`src/rtl/teclado_digitos_pkg.sv`:
```
// Shared types for the keypad digit collector: digit buffer, key codes, FSM states.
`timescale 1ns/1ps
package teclado_digitos_pkg;

  localparam int N_DIGITS = 20;

  typedef struct packed {
    logic [N_DIGITS-1:0][3:0] digits;
  } senhaPac_t;

  localparam logic [3:0] KEY_STAR = 4'hA;
  localparam logic [3:0] KEY_HASH = 4'hB;
  localparam logic [3:0] KEY_NONE = 4'hF;

  localparam senhaPac_t SENHA_EMPTY = '1;

  typedef enum logic [2:0] {
    SCAN,
    DEBOUNCE_PRESS,
    EMIT,
    WAIT_RELEASE,
    DEBOUNCE_RELEASE
  } state_t;

  // Letter keys (column 3 of rows 0-2, and r3c3) map to KEY_NONE and are dropped.
  function automatic logic [3:0] key_code(input logic [1:0] row, input logic [1:0] col);
    logic [3:0] code;
    code = KEY_NONE;
    case ({row, col})
      4'h0: code = 4'h1;
      4'h1: code = 4'h2;
      4'h2: code = 4'h3;
      4'h4: code = 4'h4;
      4'h5: code = 4'h5;
      4'h6: code = 4'h6;
      4'h8: code = 4'h7;
      4'h9: code = 4'h8;
      4'hA: code = 4'h9;
      4'hC: code = KEY_STAR;
      4'hD: code = 4'h0;
      4'hE: code = KEY_HASH;
      default: code = KEY_NONE;
    endcase
    return code;
  endfunction

  function automatic logic [3:0] row_drive(input logic [1:0] row);
    return ~(4'b0001 << row);
  endfunction

endpackage

```
`src/rtl/teclado_digitos_debounce.sv`:
```
// Stable-pattern counter: latches a reference column pattern on start, then
// reports done after DEBOUNCE_CYCLES matching cycles or changed on any mismatch.
`timescale 1ns/1ps
module teclado_debounce #(
  parameter int DEBOUNCE_CYCLES = 50
) (
  input  logic       clk,
  input  logic       rst,
  input  logic       start,
  input  logic       run,
  input  logic [3:0] pattern,
  output logic       done,
  output logic       changed
);

  localparam int CW = $clog2(DEBOUNCE_CYCLES + 1);

  logic [3:0]    ref_q, ref_d;
  logic [CW-1:0] cnt_q, cnt_d;
  logic          match;

  assign match   = (pattern == ref_q);
  assign done    = run && !start && match && (cnt_q == CW'(DEBOUNCE_CYCLES - 1));
  assign changed = run && !start && !match;

  always_comb begin
    ref_d = ref_q;
    cnt_d = cnt_q;
    if (start) begin
      ref_d = pattern;
      cnt_d = '0;
    end else if (run) begin
      cnt_d = match ? CW'(cnt_q + 1'b1) : '0;
    end
  end

  always_ff @(posedge clk or negedge rst) begin
    if (!rst) begin
      ref_q <= 4'hF;
      cnt_q <= '0;
    end else begin
      ref_q <= ref_d;
      cnt_q <= cnt_d;
    end
  end

endmodule

```
`src/rtl/teclado_digitos.sv`:
```
// 4x4 keypad scanner collecting debounced digits into a 20-digit shift buffer.
// Optional inactivity clear of the buffer: define TIMEOUT_CLEAR_EN.
`timescale 1ns/1ps
module teclado_digitos
  import teclado_digitos_pkg::*;
#(
  parameter int SCAN_CYCLES     = 100,
  parameter int DEBOUNCE_CYCLES = 50,
  parameter int TIMEOUT_CYCLES  = 5000
) (
  input  logic       clk,
  input  logic       rst,
  input  logic       enable,
  input  logic [3:0] col_matrix,
  output logic [3:0] lin_matrix,
  output senhaPac_t  digitos_value,
  output logic       digitos_valid
);

  localparam int SW = $clog2(SCAN_CYCLES);

  if (SCAN_CYCLES < 3) begin : g_scan_range
    $error("SCAN_CYCLES must be at least 3");
  end
  if (DEBOUNCE_CYCLES < 1) begin : g_deb_range
    $error("DEBOUNCE_CYCLES must be at least 1");
  end
  if (TIMEOUT_CYCLES < 1) begin : g_to_range
    $error("TIMEOUT_CYCLES must be at least 1");
  end

  state_t        state_q, state_d;
  logic [1:0]    row_q, row_d;
  logic [1:0]    key_col_q, key_col_d;
  logic [SW-1:0] scan_cnt_q, scan_cnt_d;
  logic [3:0]    lin_q, lin_d;
  senhaPac_t     buf_q, buf_d;
  logic          valid_q, valid_d;
  logic          clr_next_q, clr_next_d;
  logic [3:0]    col_s1_q, col_s2_q;
  logic          deb_start, deb_run, deb_done, deb_changed;
  logic [3:0]    emit_code;
  logic          one_low;

`ifdef TIMEOUT_CLEAR_EN
  localparam int TW = $clog2(TIMEOUT_CYCLES + 1);
  logic [TW-1:0] to_cnt_q, to_cnt_d;
`endif

  function automatic logic [1:0] low_col(input logic [3:0] cols);
    logic [1:0] idx;
    idx = 2'd0;
    for (int i = 3; i >= 0; i--) begin
      if (!cols[i]) idx = 2'(i);
    end
    return idx;
  endfunction

  assign emit_code = key_code(row_q, key_col_q);
  assign one_low   = ($countones(~col_s2_q) == 1);

  teclado_debounce #(.DEBOUNCE_CYCLES(DEBOUNCE_CYCLES)) u_debounce (
    .clk     (clk),
    .rst     (rst),
    .start   (deb_start),
    .run     (deb_run),
    .pattern (col_s2_q),
    .done    (deb_done),
    .changed (deb_changed)
  );

  always_comb begin
    state_d    = state_q;
    row_d      = row_q;
    key_col_d  = key_col_q;
    scan_cnt_d = scan_cnt_q;
    lin_d      = lin_q;
    buf_d      = buf_q;
    valid_d    = 1'b0;
    clr_next_d = 1'b0;
    deb_start  = 1'b0;
    deb_run    = 1'b0;
`ifdef TIMEOUT_CLEAR_EN
    to_cnt_d   = to_cnt_q;
`endif
    if (!enable) begin
      state_d    = SCAN;
      row_d      = 2'd0;
      scan_cnt_d = '0;
      lin_d      = 4'hF;
      buf_d      = SENHA_EMPTY;
`ifdef TIMEOUT_CLEAR_EN
      to_cnt_d   = '0;
`endif
    end else begin
      if (clr_next_q) buf_d = SENHA_EMPTY;
      case (state_q)
        SCAN: begin
          if (lin_q == 4'hF) begin
            lin_d      = row_drive(row_q);
            scan_cnt_d = '0;
          // The column synchroniser lags the row drive by two cycles.
          end else if (scan_cnt_q >= SW'(2) && one_low) begin
            state_d    = DEBOUNCE_PRESS;
            key_col_d  = low_col(col_s2_q);
            scan_cnt_d = '0;
            deb_start  = 1'b1;
          end else if (scan_cnt_q == SW'(SCAN_CYCLES - 1)) begin
            scan_cnt_d = '0;
            row_d      = row_q + 2'd1;
            lin_d      = row_drive(row_q + 2'd1);
          end else begin
            scan_cnt_d = scan_cnt_q + 1'b1;
          end
        end
        DEBOUNCE_PRESS: begin
          deb_run = 1'b1;
          if (deb_changed)   state_d = SCAN;
          else if (deb_done) state_d = EMIT;
        end
        EMIT: begin
          if (emit_code != KEY_NONE) begin
            buf_d.digits = {buf_q.digits[N_DIGITS-2:0], emit_code};
            valid_d      = 1'b1;
            clr_next_d   = (emit_code == KEY_STAR) || (emit_code == KEY_HASH);
          end
          state_d = WAIT_RELEASE;
        end
        WAIT_RELEASE: begin
          if (col_s2_q == 4'hF) begin
            state_d   = DEBOUNCE_RELEASE;
            deb_start = 1'b1;
          end
        end
        DEBOUNCE_RELEASE: begin
          deb_run = 1'b1;
          if (deb_changed)   state_d = WAIT_RELEASE;
          else if (deb_done) state_d = SCAN;
        end
        default: state_d = SCAN;
      endcase
`ifdef TIMEOUT_CLEAR_EN
      if (state_q == EMIT || buf_q == SENHA_EMPTY) begin
        to_cnt_d = '0;
      end else if (state_q == SCAN) begin
        if (to_cnt_q == TW'(TIMEOUT_CYCLES - 1)) begin
          to_cnt_d = '0;
          buf_d    = SENHA_EMPTY;
        end else begin
          to_cnt_d = to_cnt_q + 1'b1;
        end
      end
`endif
    end
  end

  always_ff @(posedge clk or negedge rst) begin
    if (!rst) begin
      state_q    <= SCAN;
      row_q      <= 2'd0;
      key_col_q  <= 2'd0;
      scan_cnt_q <= '0;
      lin_q      <= 4'hF;
      buf_q      <= SENHA_EMPTY;
      valid_q    <= 1'b0;
      clr_next_q <= 1'b0;
      col_s1_q   <= 4'hF;
      col_s2_q   <= 4'hF;
`ifdef TIMEOUT_CLEAR_EN
      to_cnt_q   <= '0;
`endif
    end else begin
      state_q    <= state_d;
      row_q      <= row_d;
      key_col_q  <= key_col_d;
      scan_cnt_q <= scan_cnt_d;
      lin_q      <= lin_d;
      buf_q      <= buf_d;
      valid_q    <= valid_d;
      clr_next_q <= clr_next_d;
      col_s1_q   <= col_matrix;
      col_s2_q   <= col_s1_q;
`ifdef TIMEOUT_CLEAR_EN
      to_cnt_q   <= to_cnt_d;
`endif
    end
  end

  assign lin_matrix    = lin_q;
  assign digitos_value = buf_q;
  assign digitos_valid = valid_q;

endmodule

```
`config.mk`:
```
export PLATFORM = sky130hd
export DESIGN_NAME = teclado_digitos
export DESIGN_NICKNAME = d
export VERILOG_FILES = /design/src/rtl/teclado_digitos_pkg.sv /design/src/rtl/teclado_digitos_debounce.sv /design/src/rtl/teclado_digitos.sv
export SDC_FILE = /design/constraint.sdc
export NUM_CORES = 1
export LEC_CHECK = 0
export BUFFER_PORTS_ARGS = -buffer_cell sky130_fd_sc_hd__buf_2
export CORE_UTILIZATION = 33
export CTS_CLUSTER_DIAMETER = 50
export DETAILED_ROUTE_END_ITERATION = 10
export MAX_ROUTING_LAYER = met4
export PLACE_DENSITY = 0.57
export SETUP_SLACK_MARGIN = 0.5
export SLEW_MARGIN = 30
export SYNTH_ARGS = -nofsm -noshare
export SYNTH_HDL_FRONTEND = slang
export SYNTH_SLANG_ARGS = --single-unit
export TNS_END_PERCENT = 100
```
`constraint.sdc`:
```
create_clock -name clk -period 3.4 [get_ports clk]
set_input_delay 0.17 -clock clk [delete_from_list [all_inputs] [get_ports clk]]
set_output_delay 0.17 -clock clk [all_outputs]
set_load 0.1 [all_outputs]
```
==> reports/summary.txt <==
Final Power = 0.00380 W
Post-Syn Nets = 407
clock sinks = 118
grt met2 use = 21.2%
port buffer count = 91
total global-route track usage = 14.5%
die height = 127 um
dpl hpwl = 7100 um
Core Area = 15300 um2
DRC errors left = 0
WL per Instance = 15.6 um
Die Width = 127 um
row count = 45
layout cells sized above 1 = 47.4%
Synth warnings = 0
synth-to-layout area growth = 24.0%
syn_area_per_cell = 13.5 um2
Antenna Cells = 0
fin nets = 508
io pins = 92
final hold vios = 0
Tcrit/Tclk final = 82.2%
fraction of registers with async set/reset = 100%
reg-to-reg startpoint = key_col_q[1]
GR peak layer = met2
vias = 3539
WP data required = 3.75 ns
maximum vdd drop = 0.000365 V
final worst path period need = 2.80 ns
Worst EP arrival = 3.14 ns
initial antenna violation count = 0
Max H-tree Level = 4
leakage power = 2.43 nW
Initial Util = 34.0%
flops & latches, synth = 118
Setup TNS = 0 ns
first-iteration detailed-routing DRC count = 162
met1 Resource Use GR = 17.8%
first-pass GRT wire length = 17600 um
pwr/cell area = 591 nW/um2
total grt overflow = 0
area of the multi-input gates = 1800 um2
status = finished clean
register area = 3070 um2
Hold Crit Class = in2reg
Post-Route WL = 11100 um
Worst-Margin Slew = 0.844 ns
CTS Buf Count = 17
fmax = 0.358 GHz
final-layout fill cell count = 1461
synthesized area = 5180 um2
Die Area = 16200 um2
EDFF count, synth = 0
largest net degree at the start of global routing = 81
Final Slew Violations = 0
final-report setup violation count = 0
clk_lat worst skew = 0.42 ns
Worst setup EP type = register
vias in the first global route = 3476
clock root cell = clkbuf_16
critical path launch point type = register
commonest non-fill, non-tap cell in the layout = dfstp_2
Max-Cap Viols = 0
relative slew slack = 43.3%
Max clock buf depth = 2
Most used DFF post-synth = dfstp_2
crit path launch = key_col_q[1]
Finished Core Util = 42.1%
Syn Inst Count = 385
hold path start = enable
met3 Use GR = 4.19%
sequential area share after synthesis = 59.3%
antenna-violating nets left = 0
commonest cells after routing, fill and taps aside = dfstp_2 (96), buf_2 (90), o22a_1 (76)
clk_skew = 0.00851 ns
crit path kind = reg2reg
Pre-antenna DRT Iters = 5
Clk pin slew, worst setup/hold paths = 0.05 ns
crit-path max FO = 40
Via density = 4.99
gp weighted congestion = 0.753
CTS tree = yes
RSZ-0062 raised after global routing = true
Unique masters post-synth = 47
stage by stage:
stage	setup slack, ns	area (um2)	std cells	hold WS, ns
global placement	0.624	5700	670	0.227
CTS	0.536	6350	706	0.0265
finish	0.604	6430	709	0.0430
detailed placement	0.554	5700	670	0.232
global route	0.498	6430	709	0.0413
floorplan	0.583	5180	385	-0.126
cell families (layout without fill, tap and decap cells):
logic type,count (synthesis),after routing,synth area share [%]
compound gates,115,115,17.7
fa+ha+maj,15,15,3.77
xor+xnor,12,12,2.03
simple gates,74,74,7.46
mux,16,16,3.43
buf+inv,35,148,6.28
flops,118,118,59.3
cell usage after synthesis (all sizes together), types with 3 or more instances:
cell / instances / area, um2
nand4: 4 / 25.0
o22a: 76 / 666
dfstp: 96 / 2520
a2bb2oi: 4 / 35.0
nor3b: 3 / 22.5
nand2: 21 / 78.8
o21ai: 13 / 65.1
ha: 14 / 175
nor2: 12 / 45.0
buf: 17 / 218
nand3: 6 / 30.0
and3: 5 / 31.3
dfrtp: 22 / 551
a21oi: 9 / 45.0
xor2: 5 / 43.8
nand2b: 3 / 18.8
inv: 12 / 45.0
mux2: 4 / 45.0
nor3: 7 / 35.0
mux2i: 11 / 110
clkbuf: 6 / 62.6
xnor2: 7 / 61.3
routing by layer:
| layer | up-vias | part of all wire [%] |
|---|---|---|
| li1 | 1634 | - |
| met1 | 1786 | 46 |
| met2 | 95 | 47 |
| met3 | 24 | 4.3 |
| met4 | 0 | 2.6 |
| met5 | - | 0 |
critical path, stage by stage, from the launching register on:
cell and delay (ns):
dfrtp_1 0.38, inv_1 0.09, ha_1 0.30, mux4_2 0.51
or4_4 0.47, a311o_2 0.50, clkbuf_16 0.25, o22a_1 0.20
path summary, 6_finish.rpt:
kind,endpoint,slack [ns],cells after the start
setup / recovery,digitos_value[7],0.60,7
hold / removal,lin_matrix[1],0.04,2
setup reg to reg,digitos_value[7],0.60,7
hold reg to reg,col_s2_q[1],0.35,0
max in group asynchronous,digitos_value[29],2.17,3
min in group asynchronous,key_col_q[1],0.32,2
where the power goes:
part           total, W  internal (W)  leakage, nW  switching, W
clock network   0.00180       0.00120        0.298      0.000601
registers       0.00152       0.00147         1.31     0.0000511
logic          0.000469      0.000171        0.822      0.000299
total           0.00380       0.00284         2.43      0.000951
cell type report:
| cell class | count | share of cell area (%) |
|---|---|---|
| Clock inverter | 8 | 1.87 |
| Inverter | 12 | 0.701 |
| Multi-Input combinational cell | 232 | 28.0 |
| Timing Repair Buffer | 105 | 10.0 |
| Clock buffer | 23 | 7.44 |
| Tap cell | 211 | 4.11 |
| Sequential cell | 118 | 47.8 |
registers in the layout (all words and copies together), names as in the netlist:
name and flops:
col_s1_q 4, scan_cnt_q 7, col_s2_q 4, digitos_value 80, u_debounce.cnt_q 6, lin_matrix 4
u_debounce.ref_q 4, row_q 2, key_col_q 2, clr_next_q 1, state_q 3, digitos_valid 1
what timing repair did:
action / CTS / global route
endpoints found under the hold margin: 18 / 0
gates resized for setup: 0 / 7
setup endpoints to repair: 0 / 85
hold buffers: 5 / 0
setup buffers: 0 / 1
No activity file was read; power rests on OpenSTA's default activity.
